File: src/rtl/uart_tx_ctrl.sv
// UART transmit frame controller: sequences start, data, optional parity and stop
// bits onto TX_OUT, driving an external bit serializer. One clk cycle is one bit time.
module uart_tx_ctrl #(
    parameter int WIDTH = 8
) (
    input  logic             clk,
    input  logic             rst,
    input  logic [WIDTH-1:0] P_DATA,
    input  logic             Data_Valid,
    input  logic             PAR_EN,
    input  logic             PAR_TYP,
    input  logic             ser_data,
    input  logic             ser_done,
    output logic [WIDTH-1:0] ser_p_data,
    output logic             ser_start,
    output logic             ser_en,
    output logic             TX_OUT,
    output logic             Busy
);

    typedef enum logic [2:0] {
        IDLE,
        START,
        DATA,
        PARITY,
        STOP
    } state_t;

    state_t           state;
    logic [WIDTH-1:0] data_reg;
    logic             par_bit;
    logic             par_en_reg;
    logic             accept;

    function automatic logic frame_parity(input logic [WIDTH-1:0] d, input logic odd);
        return odd ? ~^d : ^d;
    endfunction

    // A new frame is taken only from IDLE or during the stop bit (back-to-back)
    assign accept = Data_Valid && ((state == IDLE) || (state == STOP));

    always_ff @(posedge clk or negedge rst) begin
        if (!rst) begin
            state      <= IDLE;
            data_reg   <= '0;
            par_bit    <= 1'b0;
            par_en_reg <= 1'b0;
        end else begin
            if (accept) begin
                data_reg   <= P_DATA;
                par_en_reg <= PAR_EN;
                par_bit    <= frame_parity(P_DATA, PAR_TYP);
            end
            case (state)
                IDLE:    if (Data_Valid) state <= START;
                START:   state <= DATA;
                DATA:    if (ser_done) state <= par_en_reg ? PARITY : STOP;
                PARITY:  state <= STOP;
                STOP:    state <= Data_Valid ? START : IDLE;
                default: state <= IDLE;
            endcase
        end
    end

    assign ser_p_data = data_reg;
    assign ser_start  = (state == START);
    assign ser_en     = (state == DATA);
    assign Busy       = (state != IDLE);

    always_comb begin
        TX_OUT = 1'b1;
        case (state)
            START:   TX_OUT = 1'b0;
            DATA:    TX_OUT = ser_data;
            PARITY:  TX_OUT = par_bit;
            default: TX_OUT = 1'b1;
        endcase
    end

endmodule

File: config.mk
export PLATFORM = sky130hd
export DESIGN_NAME = uart_tx_ctrl
export DESIGN_NICKNAME = d
export VERILOG_FILES = /design/src/rtl/uart_tx_ctrl.sv
export SDC_FILE = /design/constraint.sdc
export NUM_CORES = 1
export LEC_CHECK = 0
export ABC_AREA = 1
export CAP_MARGIN = 20
export CORE_MARGIN = 5
export CORE_UTILIZATION = 30
export CTS_CLUSTER_DIAMETER = 50
export DETAILED_ROUTE_END_ITERATION = 12
export MAX_ROUTING_LAYER = met4
export PLACE_DENSITY = 0.58
export REMOVE_ABC_BUFFERS = 1
export SLEW_MARGIN = 20
export SYNTH_ARGS = -nofsm -noshare
export SYNTH_HDL_FRONTEND = slang
export SYNTH_SLANG_ARGS = --single-unit
File: constraint.sdc
create_clock -name clk -period 1.09 [get_ports clk]
set_clock_uncertainty 0.05 [all_clocks]
set_input_delay 0.109 -clock clk [delete_from_list [all_inputs] [get_ports clk]]
set_output_delay 0.109 -clock clk [all_outputs]
set_load 0.01 [all_outputs]
==> results of run 1 <==
## where the power goes
group / internal, W / switching [W] / total [W] / leakage [nW]
Sequential: 0.000713 / 0.000127 / 0.000841 / 0.162
Clock: 0.000142 / 0.000147 / 0.000289 / 0.0150
Combinational: 0.000690 / 0.000741 / 0.00143 / 0.396
Total: 0.00154 / 0.00102 / 0.00256 / 0.574
## area by class of cell
class / instances / share of cell area [%]
Timing Repair Buffer: 37 / 28.8
Clock buffer: 4 / 2.42
Tap cell: 28 / 3.23
Inverter: 14 / 5.07
Sequential cell: 13 / 30.0
Multi-Input combinational cell: 68 / 30.5
## routing by layer
metal	share of wire [%]	global-route usage, %	vias up	wire length, µm
met5	0	-	-	0
met2	48	18.9	18	795
li1	-	-	376	-
met3	5.9	2.90	2	99
met4	0.48	3.97	0	8
met1	46	14.0	310	762
## through the flow
stage                     utilization, %  setup TNS [ns]
after CTS                           49.9           -2.61
after detailed placement            48.1           -3.33
after floorplan                        -          -0.730
after global placement              48.1           -3.03
final                               49.6           -2.54
after global routing                49.6           -3.94
## kinds of logic (layout without fill, tap and decap cells)
logic type             count (synthesis)  in the layout  synth area share [%]
AND/OR/NAND/NOR                       55             55                  32.8
buffers and inverters                 15             55                  8.44
flip-flops                            13             13                  47.7
AO/OA/AOI/OAI                         12             12                  9.72
XOR/XNOR                               1              1                  1.28
## final timing paths
| check | endpoint | slack [ns] |
|---|---|---|
| worst max-delay path | TX_OUT | -0.25 |
| worst min-delay path | state[2] | 0.08 |
| worst max register to register | state[1] | -0.25 |
| worst min register to register | ser_p_data[6] | 0.44 |
| max in group asynchronous | state[1] | 0.75 |
| min in group clk | par_en_reg | 0.36 |
## critical path, cell delays in order (launching register included)
cell,delay [ns]
dfrtp_1,0.41
inv_2,0.07
nand2_2,0.07
inv_2,0.07
nand3_1,0.06
o211ai_1,0.09
buf_2,0.16
## placed cells by master, fill, tap and decap left out
cell type / synthesis / routed
o21ai_2: 1 / 1
clkbuf_2: 0 / 4
nand3_1: 5 / 5
inv_4: 0 / 1
buf_4: 0 / 10
buf_6: 0 / 2
nor2_1: 5 / 4
clkdlybuf4s50_1: 0 / 14
nand2_2: 1 / 2
clkbuf_4: 0 / 3
nand2_1: 41 / 40
dfrtp_1: 13 / 13
o211ai_1: 1 / 1
inv_2: 1 / 3
clkbuf_1: 0 / 1
nor2_2: 1 / 1
o21ai_0: 8 / 8
xor2_1: 1 / 1
clkdlybuf4s15_1: 0 / 4
buf_2: 1 / 3
nor2_4: 0 / 1
or2_4: 0 / 1
o21ai_4: 0 / 1
a21oi_2: 0 / 1
nor3b_2: 0 / 1
inv_1: 13 / 10
## repair_timing
action	in CTS	in global routing
hold buffers	0	0
resized for setup	43	8
endpoints found under the setup margin	25	21
gates cloned	1	0
pin swaps	1	3
setup buffers	0	0
==> impl_metrics.toml, run 1 <==
[global_routing]
grt_pass1_vias = 721
antenna_found_initial = 0
grt_max_degree = 14
grt.overflow.total = 0
grt_pass1_wl_mm = 2.99
grt_usage_pct = 11.6

[die]
design.die.area_um2 = 3330
coreArea_um2 = 2190
die_h_um = 57.7
start_util_pct = 31.1
std_cell_rows = 17
io-pin-count = 27
die_w_um = 57.7

[power_and_ir_drop]
finalPower_w = 0.00256
p_per_area_nw_per_um2 = 2360
leakage_nw = 0.574
ir_drop_mv = 0.996

[setup_path]
cp.required_ns = 0.93
r2r-start = "state[2]"
worstSetupStartpoint = "state[2]"
reg2reg_depth = 8
path_max_fanout = 3
crit_arrival_ns = 1.18
cp-start-kind = "flop"
end_kind = "output port"
criticalPathCategory = "flop to output port"

[cells_and_area]
drive_above_1_share_pct = 25.7
multi_input_area_um2 = 332
area_growth_pct = 59.3
num-fill-cells = 221
fin_cells = 164
n_antenna_cell = 0
design_area_um2 = 1090
largest_reg_flops = 8
seq_area_um2 = 325
finalNetCount = 152

[synthesis]
synth.distinct_cells = 17
syn_area_per_cell_um2 = 7.10
synth_top_cell_area_share_pct = 47.7
synth_seq_cells = 13
synth_common_cells = "41 x nand2_1, 13 x dfrtp_1, 13 x inv_1"
synth_edf_count = 0
ys_warn_count = 0
syn_inst = 96
ys.flop_type = "dfrtp_1"
synth.area.top_cells = "dfrtp_1 48%, nand2_1 23%, inv_1 7.2%"
synthArstFlopShare_pct = 100
yosysMostFrequentCell = "nand2_1"
yosysTopAreaCell = "dfrtp_1"
ys_seq_area_share_pct = 47.7
synth_area_um2 = 682

[timing]
finalWorstSetupSlack_ns = -0.253
period_share_pct = 123
period_minus_slack_ns = 1.34
setup_viol = 17
fin_hold_ws_ns = 0.0843
grt_setup_unrepaired = "yes"
fmax_mhz = 745
drv_slew = 0
worst_pin_slew_ns = 0.195
slew_headroom_pct = 86.9
hold_viol_final = 0

[status]
violations = "setup timing"
status = "finished, violations left"

[job]
cap_violations = 0

[clock_network]
cts.clk_slew.worst_paths_ns = 0.08
cts_root_buf = "clkbuf_4"
cts_tree = "done"
clk_latency_ns = 0.27
clockBufferDepth = 2
clock-sinks = 13
cts_buffers = 3
htreeDepth = 1

[routing]
initialDrtViolationCount = 3
first_pass_iters = 2
wl_per_cell_um = 10.2
vias = 706
drcViolationCount = 0
viasPerCell = 4.30
ant_nets = 0
drt_wl_total_mm = 1.67

[placement]
dp.cells = 160
gp_congestion = 0.779
place_hpwl_mm = 1.27
pre_cts_ws_ns = -0.405
numPortBuffers = 26
placement.cell_area_um2 = 1050

[min_path]
hold_path.class = "primary input to asynchronous set/reset pin"
Power figures use the tool's default switching activity.
==> inputs of run 2 (changes only) <==
CELL_PAD_IN_SITES_DETAIL_PLACEMENT = 1   (was default)
CELL_PAD_IN_SITES_GLOBAL_PLACEMENT = 1   (was default)
DONT_BUFFER_PORTS = 1   (was default)
PLACE_DENSITY = 0.57   (was 0.58)
==> impl_metrics.toml, run 2 (synthesis results as in run 1) <==
[setup_path]
path_max_fanout = 4
end_kind = "output port"
cp-start-kind = "flop"
cp_top_family = "flip-flops"
cp-endpoint = "TX_OUT"
r2r-start = "state[2]"
reg2reg_depth = 7
slowest_stage = "dfrtp_2"
cp.required_ns = 0.93
crit_arrival_ns = 1.26
reg2reg_to = "state[1]"
reg2reg_slack_ns = -0.21
cpPeakStageDelay_ns = 0.45
criticalPathCategory = "flop to output port"
cp.depth = 3
cp_cell_sequence = "nor3b_4 > buf_4 > o211ai_1"
crit_buf_inv = 1
worstSetupStartpoint = "state[0]"

[global_routing]
grt_usage_pct = 12.1
antenna_found_initial = 0
grt.overflow.total = 0
grt_pass1_vias = 727
grt_max_degree = 16
grt_pass1_wl_mm = 3.01

[cells_and_area]
seq_area_um2 = 328
num-fill-cells = 282
layout_commonest_cell = "nand2_1"
largest_reg_flops = 8
finalNetCount = 137
area_growth_pct = 42.0
design_area_um2 = 968
final_cell_mix = "41 x nand2_1, 12 x dlygate4sd3_1, 11 x inv_1, 11 x dfrtp_1, 8 x o21ai_0"
drive_above_1_share_pct = 18.2
multi_input_area_um2 = 320
fin_cells = 149
n_antenna_cell = 0

[power_and_ir_drop]
p_clk_share_pct = 12.5
ir_drop_mv = 1.10
seqPwrFrac_pct = 40.8
finalPower_w = 0.00239
p_per_area_nw_per_um2 = 2470
sw_frac_of_total_pct = 40.8
leakage_nw = 0.510
comb_power_share_pct = 46.7
p_int_w = 0.00142
p_sw_w = 0.000976

[routing]
drt_wl_total_mm = 1.91
drcViolationCount = 0
vias = 680
viasPerCell = 4.56
initialDrtViolationCount = 12
wl_per_cell_um = 12.8
ant_nets = 0
first_pass_iters = 2

[die]
design.die.area_um2 = 3330
io-pin-count = 27
std_cell_rows = 17
die_w_um = 57.7
coreArea_um2 = 2190
die_h_um = 57.7
start_util_pct = 31.1

[placement]
gp_congestion = 0.727
placement.cell_area_um2 = 764
dp.cells = 130
place_hpwl_mm = 1.39
pre_cts_ws_ns = -0.149
numPortBuffers = 0

[clock_network]
clockBufferDepth = 2
cts.clk_slew.worst_paths_ns = 0.08
cts_tree = "done"
cts_root_buf = "clkbuf_4"
cts_buffers = 3
htreeDepth = 1
clock-sinks = 13
clk_latency_ns = 0.27

[timing]
setup_viol = 17
worst_pin_slew_ns = 0.620
slew_headroom_pct = 58.6
grt_setup_unrepaired = "yes"
period_share_pct = 131
fmax_mhz = 702
hold_viol_final = 0
fin_hold_ws_ns = 0.0719
finalWorstSetupSlack_ns = -0.334
period_minus_slack_ns = 1.42
drv_slew = 0

[status]
violations = "setup timing"
status = "finished, violations left"

[min_path]
hold_path.class = "primary input to flop"
hp-start = "Data_Valid"

[job]
cap_violations = 0
## run 2: cell count changes in the layout (fill, tap and decap cells not counted), moves of 2 or more
| cell | previous run | this run |
|---|---|---|
| clkdlybuf4s15_1 | 4 | 0 |
| nand2_2 | 2 | 0 |
| dfrtp_1 | 13 | 11 |
| buf_4 | 10 | 7 |
| clkbuf_2 | 4 | 0 |
| dfrtp_2 | 0 | 2 |
| clkdlybuf4s50_1 | 14 | 0 |
| dlygate4sd3_1 | 0 | 12 |
| buf_2 | 3 | 0 |
## run 2: timing repair
item / in CTS / in global routing
hold endpoints to repair: 25 / 0
buffers inserted: 1 / 2
pin swaps: 1 / 4
gates resized for setup: 1 / 10
hold buffers: 12 / 0
endpoints found under the setup margin: 17 / 17
## run 2: final cells by class
type / count / area share (%)
flip-flops and latches: 13 / 33.9
clock buffers: 4 / 2.71
multi-input cells: 68 / 33.1
well taps: 28 / 3.62
inverters: 14 / 5.43
repair buffers: 22 / 21.3
## run 2: tightest hold or removal path: stages
cell     delay, ns
nand2_1       0.08
inv_2         0.07
nand2_1       0.06
nand2_1       0.04
## run 2: power by group through the flow
| stage | Sequential, W | Combinational [W] | Clock (W) |
|---|---|---|---|
| after CTS | 0.000949 | 0.000973 | 0.000316 |
| final | 0.000976 | 0.00112 | 0.000299 |
| after global placement | 0.000956 | 0.000859 | 0 |
| after floorplan | 0.000907 | 0.000559 | 0 |
| after global routing | 0.00101 | 0.00125 | 0.000329 |
| after detailed placement | 0.000961 | 0.000893 | 0 |
## run 2: worst min path at each step
stage	end	slack, ns	cells after the start
detailed placement	state[2]	-0.24	0
global route	ser_p_data[7]	0.10	4
CTS	ser_p_data[7]	0.07	4
global placement	par_en_reg	-0.24	0
floorplan	par_bit	-0.24	0
finish	ser_p_data[6]	0.07	4
## run 2: routing by layer
metal / wire, µm / share of wire (%) / global-route usage (%) / vias to the layer above
li1: - / - / - / 345
met1: 770 / 40 / 12.2 / 316
met2: 988 / 52 / 21.8 / 17
met3: 125 / 6.5 / 2.67 / 2
met4: 27 / 1.4 / 5.96 / 0
met5: 0 / 0 / - / -
## run 2: per-stage QoR
stage / TNS (ns) / utilization, %
global placement: -0.786 / 34.9
finish: -2.66 / 44.2
detailed placement: -1.12 / 34.9
floorplan: -0.730 / -
CTS: -2.33 / 41.9
global route: -4.50 / 44.2
==> inputs of run 3 (changes only) <==
PLACE_DENSITY = 0.55   (was 0.57)
clock period = 1.6 ns   (was 1.09 ns; I/O delays follow)
==> impl_metrics.toml, run 3 (synthesis results as in run 1) <==
[cells_and_area]
design_area_um2 = 803
largest_reg_flops = 8
layout_commonest_cell = "nand2_1"
finalNetCount = 122
drive_above_1_share_pct = 8.49
area_growth_pct = 17.8
seq_area_um2 = 325
multi_input_area_um2 = 299
num-fill-cells = 280
n_antenna_cell = 0
final_cell_mix = "41 x nand2_1, 13 x inv_1, 13 x dfrtp_1, 8 x o21ai_0"

[timing]
slew_headroom_pct = 58.3
finalSetupTns_ns = 0
setup_viol = 0
fin_hold_ws_ns = 0.0126
period_minus_slack_ns = 1.44
hold_viol_final = 0
fmax_mhz = 694
drv_slew = 0
grt_setup_unrepaired = "no"
period_share_pct = 90.0
worst_pin_slew_ns = 0.624

[setup_path]
path_max_fanout = 3
reg2reg_slack_ns = 0.25
cp.required_ns = 1.39
criticalPathCategory = "flop to output port"
crit_arrival_ns = 1.23
cp-start-kind = "flop"
end_kind = "output port"

[routing]
initialDrtViolationCount = 10
drcViolationCount = 0
ant_nets = 0
drt_wl_total_mm = 1.73
first_pass_iters = 4
viasPerCell = 4.55
wl_per_cell_um = 12.9
vias = 610

[power_and_ir_drop]
ir_drop_mv = 0.543
leakage_nw = 0.437
p_per_area_nw_per_um2 = 1690

[clock_network]
clockBufferDepth = 2
cts_buffers = 3
clk_latency_ns = 0.27
htreeDepth = 1
cts_root_buf = "clkbuf_4"
cts_tree = "done"
cts_resized = 0
cts.clk_slew.worst_paths_ns = 0.09
clock-sinks = 13

[die]
std_cell_rows = 17
io-pin-count = 27
coreArea_um2 = 2190
die_h_um = 57.7
design.die.area_um2 = 3330
start_util_pct = 31.1
die_w_um = 57.7

[placement]
gp_congestion = 0.674
numPortBuffers = 0
place_hpwl_mm = 1.33
placement.cell_area_um2 = 727

[global_routing]
grt.overflow.total = 0
grt_pass1_vias = 647
grt_usage_pct = 11.3
grt_max_degree = 14
antenna_found_initial = 0
grt_pass1_wl_mm = 2.77

[job]
cap_violations = 0

[status]
status = "finished clean"

[min_path]
hold_path.class = "primary input to flop"
[run 3: cell count changes in the layout (fill, tap and decap cells not counted), sizes merged]
cell / change
dlygate4sd3: -7
buf: -8
[run 3: worst paths after layout]
path	startpoint	end	depth (start not counted)
max	state[2]	TX_OUT	5
min	P_DATA[0]	ser_p_data[0]	2
max reg2reg	state[2]	state[1]	7
min reg2reg	par_bit	par_bit	2
max in group asynchronous	rst	ser_p_data[3]	1
min in group asynchronous	rst	par_en_reg	1
[run 3: final cells by class]
type,instances,share of cell area [%]
tap,28,4.36
clock buffer,4,3.27
inverter,14,6.54
timing repair buffer,7,8.10
sequential,13,40.5
multi-input combinational,68,37.2
[run 3: routing by layer]
| layer | share of wire [%] | GRT usage, % |
|---|---|---|
| met4 | 0.81 | 5.96 |
| met3 | 6.1 | 3.12 |
| met2 | 52 | 18.4 |
| met1 | 41 | 12.5 |
| met5 | 0 | - |
[run 3: metrics by stage]
stage	utilization (%)	total power (W)	std cells	setup WS, ns
2_1_floorplan	-	0.000999	95	0.364
3_3_place_gp	33.2	0.00114	125	0.309
3_5_place_dp	33.2	0.00116	125	0.254
4_1_cts	36.7	0.00139	134	0.130
5_1_grt	36.7	0.00148	134	0.0247
6_report	36.7	0.00136	134	0.159
[run 3: timing repair]
item                                   CTS  global route
endpoints found under the hold margin   17             0
hold buffers                             5             0
buffers inserted                         0             0
[run 3: report_power, final]
| group | internal [W] | total, W | switching (W) |
|---|---|---|---|
| clock | 0.0000965 | 0.000208 | 0.000112 |
| combinational | 0.000187 | 0.000509 | 0.000322 |
| sequential | 0.000486 | 0.000642 | 0.000156 |
| total | 0.000770 | 0.00136 | 0.000589 |
[run 3: critical path: stages, from the launching register on]
cell,delay (ns)
dfrtp_1,0.38
inv_1,0.09
nand2_2,0.06
nor2_2,0.20
nand2_1,0.08
o211ai_1,0.15
